==> src/rtl/w_pack.sv <==
// rtl/w_pack.sv - weight packer: assembles precision-dependent beats into 32-bit buffer words
// Slot 0 lands in the LSBs, mirroring the weight read mux on the other side of the buffer.
module w_pack (
   input  logic        clk,
   input  logic        nRST,
   input  logic [2:0]  input_bitwidth,
   input  logic        in_valid,
   input  logic [31:0] in_data,
   output logic        in_ready,
   input  logic        flush,
   input  logic        wr_full,
   output logic        wr_en,
   output logic [31:0] wr_data,
   output logic        wr_zero,
   output logic [15:0] zero_cnt,
   output logic        cfg_err
);

   localparam logic [2:0] MODE_2B = 3'b001;
   localparam logic [2:0] MODE_4B = 3'b010;
   localparam logic [2:0] MODE_8B = 3'b100;

   logic [31:0] asm_q, asm_d;
   logic [1:0]  ptr_q, ptr_d;
   logic [2:0]  mode_q, mode_d;
   logic [31:0] out_data_q, out_data_d;
   logic        out_valid_q, out_valid_d;
   logic [15:0] zero_cnt_q, zero_cnt_d;
   logic        cfg_err_q, cfg_err_d;

   logic        accept;
   logic [2:0]  eff_mode;
   logic        mode_ok;
   logic        beat_ok;
   logic        bad_beat;
   logic        last_slot;
   logic        flush_go;
   logic        complete;
   logic [31:0] merged;

   // Write side depends only on the output register and wr_full.
   always_comb begin
      in_ready = !out_valid_q || !wr_full;
      wr_en    = out_valid_q && !wr_full;
      wr_data  = out_data_q;
      wr_zero  = wr_en && (out_data_q == 32'd0);
      zero_cnt = zero_cnt_q;
      cfg_err  = cfg_err_q;
   end

   always_comb begin
      accept   = in_valid && in_ready;
      eff_mode = (ptr_q == 2'd0) ? input_bitwidth : mode_q;
      case (eff_mode)
         MODE_2B, MODE_4B, MODE_8B: mode_ok = 1'b1;
         default:                   mode_ok = 1'b0;
      endcase
      beat_ok  = accept && mode_ok;
      bad_beat = accept && !mode_ok;

      merged    = asm_q;
      last_slot = 1'b0;
      if (beat_ok) begin
         case (eff_mode)
            MODE_8B: begin
               case (ptr_q)
                  2'd0: merged[7:0]   = in_data[7:0];
                  2'd1: merged[15:8]  = in_data[7:0];
                  2'd2: merged[23:16] = in_data[7:0];
                  default: merged[31:24] = in_data[7:0];
               endcase
               last_slot = (ptr_q == 2'd3);
            end
            MODE_4B: begin
               if (ptr_q[0]) merged[31:16] = in_data[15:0];
               else          merged[15:0]  = in_data[15:0];
               last_slot = ptr_q[0];
            end
            default: begin
               merged    = in_data;
               last_slot = 1'b1;
            end
         endcase
      end

      // Flush with an empty assembly and no beat has nothing to emit.
      flush_go = flush && in_ready && ((ptr_q != 2'd0) || beat_ok);
      complete = (beat_ok && last_slot) || flush_go;
   end

   always_comb begin
      asm_d       = asm_q;
      ptr_d       = ptr_q;
      mode_d      = mode_q;
      out_data_d  = out_data_q;
      out_valid_d = out_valid_q && !wr_en;
      zero_cnt_d  = zero_cnt_q;
      cfg_err_d   = cfg_err_q || bad_beat;

      if (beat_ok && (ptr_q == 2'd0))
         mode_d = eff_mode;

      if (complete) begin
         out_data_d  = merged;
         out_valid_d = 1'b1;
         asm_d       = 32'd0;
         ptr_d       = 2'd0;
      end else if (beat_ok) begin
         asm_d = merged;
         ptr_d = ptr_q + 2'd1;
      end

      if (wr_zero && (zero_cnt_q != 16'hFFFF))
         zero_cnt_d = zero_cnt_q + 16'd1;
   end

   always_ff @(posedge clk or negedge nRST) begin
      if (!nRST) begin
         asm_q       <= 32'd0;
         ptr_q       <= 2'd0;
         mode_q      <= MODE_8B;
         out_data_q  <= 32'd0;
         out_valid_q <= 1'b0;
         zero_cnt_q  <= 16'd0;
         cfg_err_q   <= 1'b0;
      end else begin
         asm_q       <= asm_d;
         ptr_q       <= ptr_d;
         mode_q      <= mode_d;
         out_data_q  <= out_data_d;
         out_valid_q <= out_valid_d;
         zero_cnt_q  <= zero_cnt_d;
         cfg_err_q   <= cfg_err_d;
      end
   end

endmodule
==> config.mk <==
export PLATFORM = sky130hd
export DESIGN_NAME = w_pack
export DESIGN_NICKNAME = d
export VERILOG_FILES = /design/src/rtl/w_pack.sv
export SDC_FILE = /design/constraint.sdc
export NUM_CORES = 1
export LEC_CHECK = 0
export ABC_AREA = 1
export BUFFER_PORTS_ARGS = -buffer_cell sky130_fd_sc_hd__buf_4
export CORE_ASPECT_RATIO = 1.5
export CORE_UTILIZATION = 30
export DETAILED_ROUTE_END_ITERATION = 6
export PLACE_DENSITY = 0.46
export SLEW_MARGIN = 10
export SYNTH_ARGS = -nofsm -noshare
export SYNTH_HDL_FRONTEND = slang
export SYNTH_SLANG_ARGS = --single-unit
==> constraint.sdc <==
create_clock -name clk -period 3.85 [get_ports clk]
set_input_delay 0.385 -clock clk [delete_from_list [all_inputs] [get_ports clk]]
set_output_delay 0.385 -clock clk [all_outputs]
set_load 0.1 [all_outputs]
==> run_results.csv <==
group,metric,value,unit
placement,hpwlAfterDp,13500,um
clocking,h-tree-depth,3,
timing,period_share,82.0,%
setup_path,reg2reg_depth,13,
detailed_routing,ant_nets,0,
synth,seq_area_frac_synth,37.9,%
pwr,powerDensity,732,nW/um2
timing,final.setup.tns,0,ps
synth,synth_edf_count,0,
setup_path,path_class,"register to register",
global_route,grt_overflow,0,
synth,netlist.area_leader.share,37.5,%
pwr,power_switching,0.00265,W
setup_path,start_kind,"register",
detailed_routing,wl_per_cell,15.4,um
global_route,antenna_found_initial,0,
timing,setup_viol,0,
timing,clock_skew,16.8,ps
floorplanning,coreArea,18600,um2
clocking,cts_hold_buf,0,
final_layout,fin_util,37.0,%
synth,avgSynthCellArea,6.41,um2
detailed_routing,drc,0,
synth,syn-instance-count,896,
global_route,grt_pass1_vias,5494,
synth,synth-seq-cells,87,
pwr,power.total,0.00505,W
timing,relSlewSlack,34.9,%
floorplanning,rows,61,
global_route,grt_max_degree,67,
final_layout,drive_above_1_share,13.8,%
synth,syn_area,5740,um2
floorplanning,initial_utilization,30.8,%
synth,yosysUniqueCellTypes,26,
global_route,grt_util_all_layers,20.1,%
clocking,numCtsBuffers,9,
synth,synthArstFlopShare,100,%
synth,yosysMostFrequentCell,"nand2_1",
pwr,power_frac_clock,19.5,%
synth,yosys.area.top_type,"dfrtp_1",
detailed_routing,viasPerCell,4.63,
pwr,p_leak,3.72,nW
floorplanning,fp.dieW,115,um
detailed_routing,first_iter_violations,278,
clocking,cts_tree,"done",
timing,finalCriticalPeriod,3160,ps
pwr,pwr-share-seq,26.0,%
global_route,grt_first_pass_wirelength,29900,um
synth,synth_area_leaders,"dfrtp_1 (37%), nand2_1 (20%), nand3_1 (13%), nor2_1 (7.7%), inv_1 (5.2%)",
setup_path,critPathArrivalTime,3380,ps
floorplanning,die_h,171,um
pwr,p_int,0.00239,W
clocking,clk_path_buf_depth,2,
timing,hold_viol,0,
synth,yosys-top-cells-count,"nand2_1 (302), nand3_1 (144), nor2_1 (118), dfrtp_1 (86), inv_1 (80)",
job,max_cap_viol_count,0,
synth,synth_warnings,0,
floorplanning,dieArea,19700,um2
final_layout,antenna_cells,0,
timing,rsz0062_at_grt,"no",
clocking,cts_root_buf,"clkbuf_16",
status,status,"complete, no violations",
detailed_routing,drtPass1Iterations,4,
detailed_routing,dr_total_vias,5630,
clocking,clk_latency,360,ps
setup_path,cp_max_fo,36,
min_path,hold_class,"input pin to async pin",
placement,port_buffers,91,
clocking,clock-sinks,87,
setup_path,cp.required,4080,ps
pwr,vdd.ir_drop.worst,0.000365,V
setup_path,end_kind,"register",
timing,fmax,317,MHz
clocking,clkSlewWorstSetupHoldPaths,70,ps
synth,synthFlopType,"dfrtp_1",
detailed_routing,routed_wl,18800,um
pwr,swShare,52.6,%
synth,syn-num-nets,942,
timing,worstMarginPinSlew,974,ps
final_layout,synthToLayoutAreaGrowth,20.0,%
timing,finalMaxSlewViolations,0,
floorplanning,pin_count,92,
placement,gp_congestion,0.788,
final_layout,final_nets,1005,
clocking,post_cts_buffers,0,
clocking,cts_resized,0,
pwr,power.share.combinational,54.5,%
[power by group through the flow]
stage	clock [W]	combinational, W	sequential [W]
2_1_floorplan	0	0.00145	0.00200
3_3_place_gp	0	0.00278	0.00133
3_5_place_dp	0	0.00279	0.00133
4_1_cts	0.00101	0.00279	0.00132
5_1_grt	0.00105	0.00303	0.00134
6_report	0.000982	0.00275	0.00131
[worst max-delay path, stage by stage (launching register included)]
cell and delay (ps):
dfrtp_1 430, inv_1 80, ha_1 310, inv_2 150, nand2_1 70, nand2_2 70
buf_4 380, nand3_1 150, nand3_2 120, nand2_4 250, inv_2 540, nand2_1 250
nand2_1 100, o21ai_0 80
[cell usage in the layout, fill, tap and decap left out, drive strengths merged]
cell / count
clkbuf: 11
nand4: 2
nor2: 118
clkinv: 2
ha: 6
nand2: 307
xor2: 9
dfstp: 1
inv: 84
dfrtp: 86
buf: 104
or3: 1
nand3: 147
clkinvlp: 1
xnor2: 4
and2: 1
o21bai: 1
o21ai: 30
bufinv: 2
nor3: 6
a21oi: 41
[cell type report]
class / instances / area (um2)
clock buffer: 11 / 243
clock inverter: 5 / 81.3
fill: 2092 / 11700
inverter: 84 / 315
multi-input combinational: 673 / 2980
sequential: 87 / 2180
tap: 252 / 315
timing repair buffer: 104 / 781
[cells by family after synthesis]
kind of cell | Yosys count | synth area share, %
AOI/OAI and AO/OA | 72 | 6.32
xor gates and xnor gates | 13 | 1.98
adders and majority gates | 6 | 1.31
buffers and inverters | 136 | 10.3
DFF | 87 | 37.9
and+or+nand+nor | 582 | 42.2
[state kept, by name, summed over array words and instances, names as in the netlist]
register and flops:
wr_data 32, cfg_err 1, out_valid_q 1, ptr_q 2, zero_cnt 16, asm_q 32
mode_q 3
[stage by stage]
stage / hold slack (ps) / instances / setup slack (ps) / instance area (um2)
4_1_cts: 69.4 / 1216 / 646 / 6890
3_5_place_dp: 458 / 1200 / 654 / 6570
2_1_floorplan: 89.4 / 896 / 779 / 5740
6_report: 40.3 / 1216 / 693 / 6890
3_3_place_gp: 463 / 1200 / 704 / 6570
5_1_grt: 84.1 / 1216 / 316 / 6890
[routing by layer]
metal	wire [um]	track usage (%)	part of all wire [%]
met3	929	3.56	4.9
met2	9460	35.5	50
met5	0	0	0
met1	8080	24.6	43
met4	299	6.04	1.6
[path summary, 6_finish.rpt]
kind	from	end	slack (ps)
hold reg to reg	cfg_err$_DFF_PN0_	cfg_err$_DFF_PN0_	490
setup reg to reg	ptr_q[1]$_DFFE_PN0P_	mode_q[1]$_DFFE_PN0P_	690
min in group clk	input_bitwidth[2]	mode_q[2]$_DFFE_PN1P_	290
max in group asynchronous	nRST	wr_data[2]$_DFFE_PN0P_	3010
setup / recovery	ptr_q[1]$_DFFE_PN0P_	mode_q[1]$_DFFE_PN0P_	690
hold / removal	nRST	wr_data[10]$_DFFE_PN0P_	40
Note: power is estimated with default switching activity, not from simulation.
